--- src/rtl/pps_accum16_pkg.sv ---
// pps_accum16_pkg
//   Shared definitions for the partial-square accumulator and the pps16_*
//   generators that feed it: default datapath geometry and the controller
//   state encoding.
package pps_accum16_pkg;

  // Default geometry: 16-bit operand, radix-4 recoding -> 8 partial squares,
  // each weighted 2 bits above the previous one.
  localparam int PP_W_DEF  = 16;
  localparam int NPP_DEF   = 8;
  localparam int SHIFT_DEF = 2;
  localparam int ACC_W_DEF = 32;

  typedef enum logic [1:0] {
    ST_IDLE = 2'd0,
    ST_ACC  = 2'd1,
    ST_DONE = 2'd2
  } state_t;

  // Width of the partial-square index counter; never narrower than one bit
  // so the NPP==1 corner still has a legal vector.
  function automatic int idx_width(input int npp);
    return (npp > 1) ? $clog2(npp) : 1;
  endfunction

endpackage

--- src/rtl/pps_shift_ext.sv ---
// pps_shift_ext
//   Combinational weighting of one partial square: sign-extends pp to ACC_W
//   bits and shifts it left by SHIFT*idx through a log-depth mux shifter.
// Ports:
//   pp   in  PP_W   two's-complement partial square
//   idx  in  IDX_W  position of pp within the operand
//   ext  out ACC_W  sext(pp) << (SHIFT*idx), truncated to ACC_W bits
module pps_shift_ext
  import pps_accum16_pkg::*;
#(
  parameter int PP_W  = PP_W_DEF,
  parameter int ACC_W = ACC_W_DEF,
  parameter int SHIFT = SHIFT_DEF,
  parameter int IDX_W = 3
) (
  input  logic [PP_W-1:0]  pp,
  input  logic [IDX_W-1:0] idx,
  output logic [ACC_W-1:0] ext
);

  logic [IDX_W:0][ACC_W-1:0] stage;

  assign stage[0] = ACC_W'($signed(pp));

  // Stage b shifts by SHIFT*2^b when idx bit b is set, so the total shift
  // is SHIFT*idx after IDX_W stages.
  for (genvar b = 0; b < IDX_W; b++) begin : g_stage
    assign stage[b+1] = idx[b] ? (stage[b] << (SHIFT * (1 << b))) : stage[b];
  end

  assign ext = stage[IDX_W];

endmodule

--- src/rtl/pps_accum16.sv ---
// pps_accum16
//   Accumulates a stream of NPP partial squares (least-significant first)
//   into the full square and presents it on a held-until-taken output.
// Ports:
//   clk        in   clock, rising edge
//   rst        in   asynchronous active-high reset
//   clr        in   synchronous abort, discards the partial sum
//   pp         in   PP_W partial square
//   pp_valid   in   pp is valid this cycle
//   pp_ready   out  block can accept pp this cycle
//   res        out  ACC_W accumulated square
//   res_valid  out  res is valid
//   res_ready  in   consumer takes res this cycle
//   busy       out  operand in progress or result waiting
module pps_accum16
  import pps_accum16_pkg::*;
#(
  parameter int PP_W  = PP_W_DEF,
  parameter int NPP   = NPP_DEF,
  parameter int SHIFT = SHIFT_DEF,
  parameter int ACC_W = ACC_W_DEF
) (
  input  logic             clk,
  input  logic             rst,
  input  logic             clr,
  input  logic [PP_W-1:0]  pp,
  input  logic             pp_valid,
  output logic             pp_ready,
  output logic [ACC_W-1:0] res,
  output logic             res_valid,
  input  logic             res_ready,
  output logic             busy
);

  localparam int IDX_W = idx_width(NPP);
  localparam logic [IDX_W-1:0] IDX_LAST = IDX_W'(NPP - 1);

  state_t           state, next_state;
  logic [IDX_W-1:0] idx;
  logic [ACC_W-1:0] acc;
  logic [ACC_W-1:0] weighted;
  logic [ACC_W-1:0] base;
  logic [ACC_W-1:0] sum;
  logic             xfer;
  logic             last;

  pps_shift_ext #(
    .PP_W  (PP_W),
    .ACC_W (ACC_W),
    .SHIFT (SHIFT),
    .IDX_W (IDX_W)
  ) u_shift_ext (
    .pp  (pp),
    .idx (idx),
    .ext (weighted)
  );

  // A new operand always starts from zero rather than whatever acc still
  // holds from the previous one.
  assign base = (state == ST_IDLE) ? '0 : acc;
  assign sum  = base + weighted;
  assign xfer = pp_valid && pp_ready;
  assign last = (idx == IDX_LAST);

  // Handshake outputs decode the state register only, so pp_ready never
  // depends on pp_valid and res_valid never depends on res_ready.
  always_comb begin
    next_state = state;
    pp_ready   = 1'b0;
    res_valid  = 1'b0;
    busy       = 1'b0;
    case (state)
      ST_IDLE: begin
        pp_ready = 1'b1;
        if (xfer) next_state = last ? ST_DONE : ST_ACC;
      end
      ST_ACC: begin
        pp_ready = 1'b1;
        busy     = 1'b1;
        if (xfer && last) next_state = ST_DONE;
      end
      ST_DONE: begin
        res_valid = 1'b1;
        busy      = 1'b1;
        if (res_ready) next_state = ST_IDLE;
      end
      default: next_state = ST_IDLE;
    endcase
    if (clr) next_state = ST_IDLE;
  end

  always_ff @(posedge clk or posedge rst) begin
    if (rst) state <= ST_IDLE;
    else     state <= next_state;
  end

  // Index counter, running sum and result register. The final transfer
  // loads res with the complete sum on the same edge that enters DONE.
  always_ff @(posedge clk or posedge rst) begin
    if (rst) begin
      idx <= '0;
      acc <= '0;
      res <= '0;
    end else if (clr) begin
      idx <= '0;
      acc <= '0;
    end else if (xfer) begin
      acc <= sum;
      if (last) begin
        idx <= '0;
        res <= sum;
      end else begin
        idx <= idx + IDX_W'(1);
      end
    end
  end

endmodule

--- config.mk ---
export PLATFORM = sky130hd
export DESIGN_NAME = pps_accum16
export DESIGN_NICKNAME = d
export VERILOG_FILES = /design/src/rtl/pps_accum16_pkg.sv /design/src/rtl/pps_shift_ext.sv /design/src/rtl/pps_accum16.sv
export SDC_FILE = /design/constraint.sdc
export NUM_CORES = 1
export LEC_CHECK = 0
export ABC_AREA = 1
export CAP_MARGIN = 20
export CORE_MARGIN = 1.5
export CORE_UTILIZATION = 60
export CTS_BUF_LIST = sky130_fd_sc_hd__clkbuf_4
export DETAILED_ROUTE_END_ITERATION = 8
export PLACE_DENSITY_LB_ADDON = 0.1
export SYNTH_ARGS = -nofsm -noshare
export SYNTH_HDL_FRONTEND = slang
export SYNTH_SLANG_ARGS = --single-unit
export TNS_END_PERCENT = 10
--- constraint.sdc ---
create_clock -name clk -period 6.9 [get_ports clk]
set_clock_uncertainty 0.05 [all_clocks]
set_input_delay 1.035 -clock clk [delete_from_list [all_inputs] [get_ports clk]]
set_output_delay 1.035 -clock clk [all_outputs]
set_load 0.05 [all_outputs]
==> results by group <==
Floorplan
  – Chip Height: 102 µm
  – Die width: 102 µm
  – Die area: 10300 µm²
  – Cell Rows: 35
  – Top Ports: 56
  – Core area: 9330 µm²
  – Initial Utilization: 62.5%

Route
  – Vias/cell: 5.31
  – Post-Route WL: 15.9 mm
  – DRC Markers: 0
  – WL per Instance: 14.1 µm
  – First DRT Iteration DRCs: 425
  – TritonRoute pass-1 iters: 5
  – Vias: 5980
  – Antenna-violating nets left: 0

Finish
  – Register area: 1730 µm²
  – Post-layout util: 70.5%
  – Share of layout cells above drive strength 1: 2.71%
  – Fillers: 905
  – Synth-to-layout area growth: 12.8%
  – Fin area: 6580 µm²
  – Multi-input gate area: 3330 µm²
  – # diodes: 0
  – Nets@finish: 1051

Setup path
  – Setup crit start kind: input pin
  – Worst R2R Start: idx[0]
  – Critical path type: in2reg
  – Crit path from: pp[0]
  – CP required: 7.17 ns
  – Critical Path Sink Type: register
  – Worst Path Max Fanout: 5
  – Critical Path AT: 3.89 ns

Yosys
  – Yosys reg bits: 69
  – Post-synthesis sequential area ratio: 29.6%
  – Mapped Nets: 1009
  – Yosys Warn Count: 0
  – Mapped Cells: 951
  – Syn avg cell area: 6.13 µm²
  – Synth cell types: 33
  – Post-Syn Area: 5830 µm²

STA
  – Relative slew slack: 38.8%
  – Part of the cycle the worst path needs: 52.5%
  – Maximum clock frequency: 276 MHz
  – # setup viols final: 0
  – Period minus WS final: 3.62 ns
  – Worst Tran Pin Value: 0.917 ns
  – Post-Route Setup TNS: 0 ns
  – RSZ-0062 raised after global routing: false
  – Hold Vio Cnt, Final: 0
  – Final Max Tran Viols: 0

Global routing
  – Number of global-route vias before repair: 5457
  – GR peak layer: met2
  – Met1 usage: 46.3%
  – Global-route wire length before repair: 26.0 mm
  – Largest net degree at the start of global routing: 70
  – GR Layer Usage met3: 6.21%
  – M2 GR Usage: 50.5%
  – Initial antenna violation count: 0
  – GR Util All Layers: 32.6%
  – Total grt overflow: 0

Clock tree
  – Max clock buf depth: 2
  – Hold_buf cts: 0
  – CTS Sinks: 69
  – Postcts setup bufs: 0
  – Htree depth: 3
  – Clock buffer count from CTS: 9
  – Post_cts resized: 0
  – CTS tree: yes
  – Clk pin slew, worst setup/hold paths: 0.12 ns
  – Worst skew pair latency: 0.43 ns
  – Root buf cell: clkbuf_4

Power
  – Pwr/cell area: 295 nW/µm²
  – Max IR drop VDD: 373 µV
  – Leakage power: 3.73 nW

Hold path
  – Worst Hold Class: reg2reg
  – Hold Startpoint: res[21]

Place
  – IO Port Bufs: 55
  – Placer Congestion: 0.999
  – Placement Cell Area: 6420 µm²
  – Detailed placement HPWL: 12.2 mm

Run status
  – Status: completed

Flow run
  – MaxCap Viol Count: 0
stage by stage:
| stage | power (mW) | instances | hold WS, ns | setup WS, ns |
|---|---|---|---|---|
| after floorplan | 1.35 | 951 | 0.399 | 4.08 |
| after global placement | 1.60 | 1111 | 0.412 | 2.95 |
| after detailed placement | 1.62 | 1111 | 0.415 | 2.95 |
| after CTS | 1.92 | 1126 | 0.444 | 3.35 |
| after global routing | 2.10 | 1126 | 0.466 | 3.03 |
| final | 1.94 | 1126 | 0.440 | 3.28 |
worst max-delay path: stages:
cell and delay [ns]:
clkdlybuf4s50_1 0.47, nand2_1 0.09, o21ai_0 0.17, o21ai_0 0.40
nor2_1 0.14, ha_1 0.40, nand2_1 0.12, nor2_1 0.15
nand2_1 0.07, nand2_1 0.12, nand2_1 0.08, nand2_1 0.18
xor2_1 0.29, nand2_1 0.08, o21ai_0 0.10
power breakdown:
group	internal (mW)	switching (mW)	total, mW
clock network	0.145	0.162	0.306
registers	0.474	0.0462	0.520
logic	0.341	0.771	1.11
logic make-up (layout without fill, tap and decap cells):
logic type,Yosys count,after routing,synth area share (%)
DFF,69,69,29.6
muxes,8,8,1.37
AOI/OAI and AO/OA,111,111,9.85
and+or+nand+nor,519,519,36.1
adders and majority gates,37,37,8.07
buffers and inverters,195,241,13.2
xor gates and xnor gates,12,12,1.80
final timing paths:
| kind | end | slack [ns] | depth (start not counted) |
|---|---|---|---|
| setup / recovery | acc[15] | 3.28 | 15 |
| hold / removal | res[21] | 0.44 | 2 |
| setup reg to reg | acc[15] | 3.32 | 15 |
| hold reg to reg | res[21] | 0.44 | 2 |
| max in group asynchronous | acc[1] | 5.09 | 3 |
| min in group asynchronous | res[18] | 1.14 | 3 |
flip-flops by register name, indices dropped and copies added, names as in the netlist:
register  flops
res          32
idx           3
state         2
acc          32
layer usage:
layer / wire length, µm / vias up
met1: 7380 / 2694
li1: - / 3022
met3: 1330 / 32
met4: 397 / 0
met5: 0 / -
met2: 6790 / 232
placed cells by master (no fill, tap or decap), drive strengths merged:
cell and count:
a21o 1, a21oi 29, and2 1, buf 2, bufinv 2, clkbuf 9
clkdlybuf4s50 55, clkinv 2, clkinvlp 2, dfrtp 69, fa 1, ha 36
inv 169, mux2i 8, nand2 356, nand3 66, nand3b 3, nand4 6
nor2 81, nor3 5, o21ai 72, o21bai 3, o22ai 5, o31ai 1
or2 1, xnor2 4, xor2 8
cell type report:
| cell class | instances | area share, % |
|---|---|---|
| inverters | 169 | 9.68 |
| clock inverters | 6 | 1.35 |
| multi-input cells | 687 | 50.6 |
| flip-flops and latches | 69 | 26.2 |
| repair buffers | 57 | 8.60 |
| clock buffers | 9 | 1.03 |
| well taps | 129 | 2.45 |
synthesized netlist by cell type, drive strengths merged:
library cell | number | area [µm²]
nand3b | 3 | 22.5
xor2 | 8 | 70.1
nor3 | 5 | 25.0
and2 | 1 | 6.26
dfrtp | 69 | 1730
xnor2 | 4 | 35.0
mux2i | 8 | 80.1
o22ai | 5 | 31.3
o31ai | 1 | 7.51
nand2 | 356 | 1340
fa | 1 | 20.0
inv | 169 | 637
o21bai | 3 | 22.5
a21o | 1 | 7.51
a21oi | 29 | 145
clkbuf | 14 | 52.6
or2 | 1 | 6.26
ha | 36 | 450
nor2 | 81 | 328
nand4 | 6 | 37.5
o21ai | 72 | 360
nand3 | 66 | 335
buf | 12 | 82.6
Power figures use the tool's default switching activity.
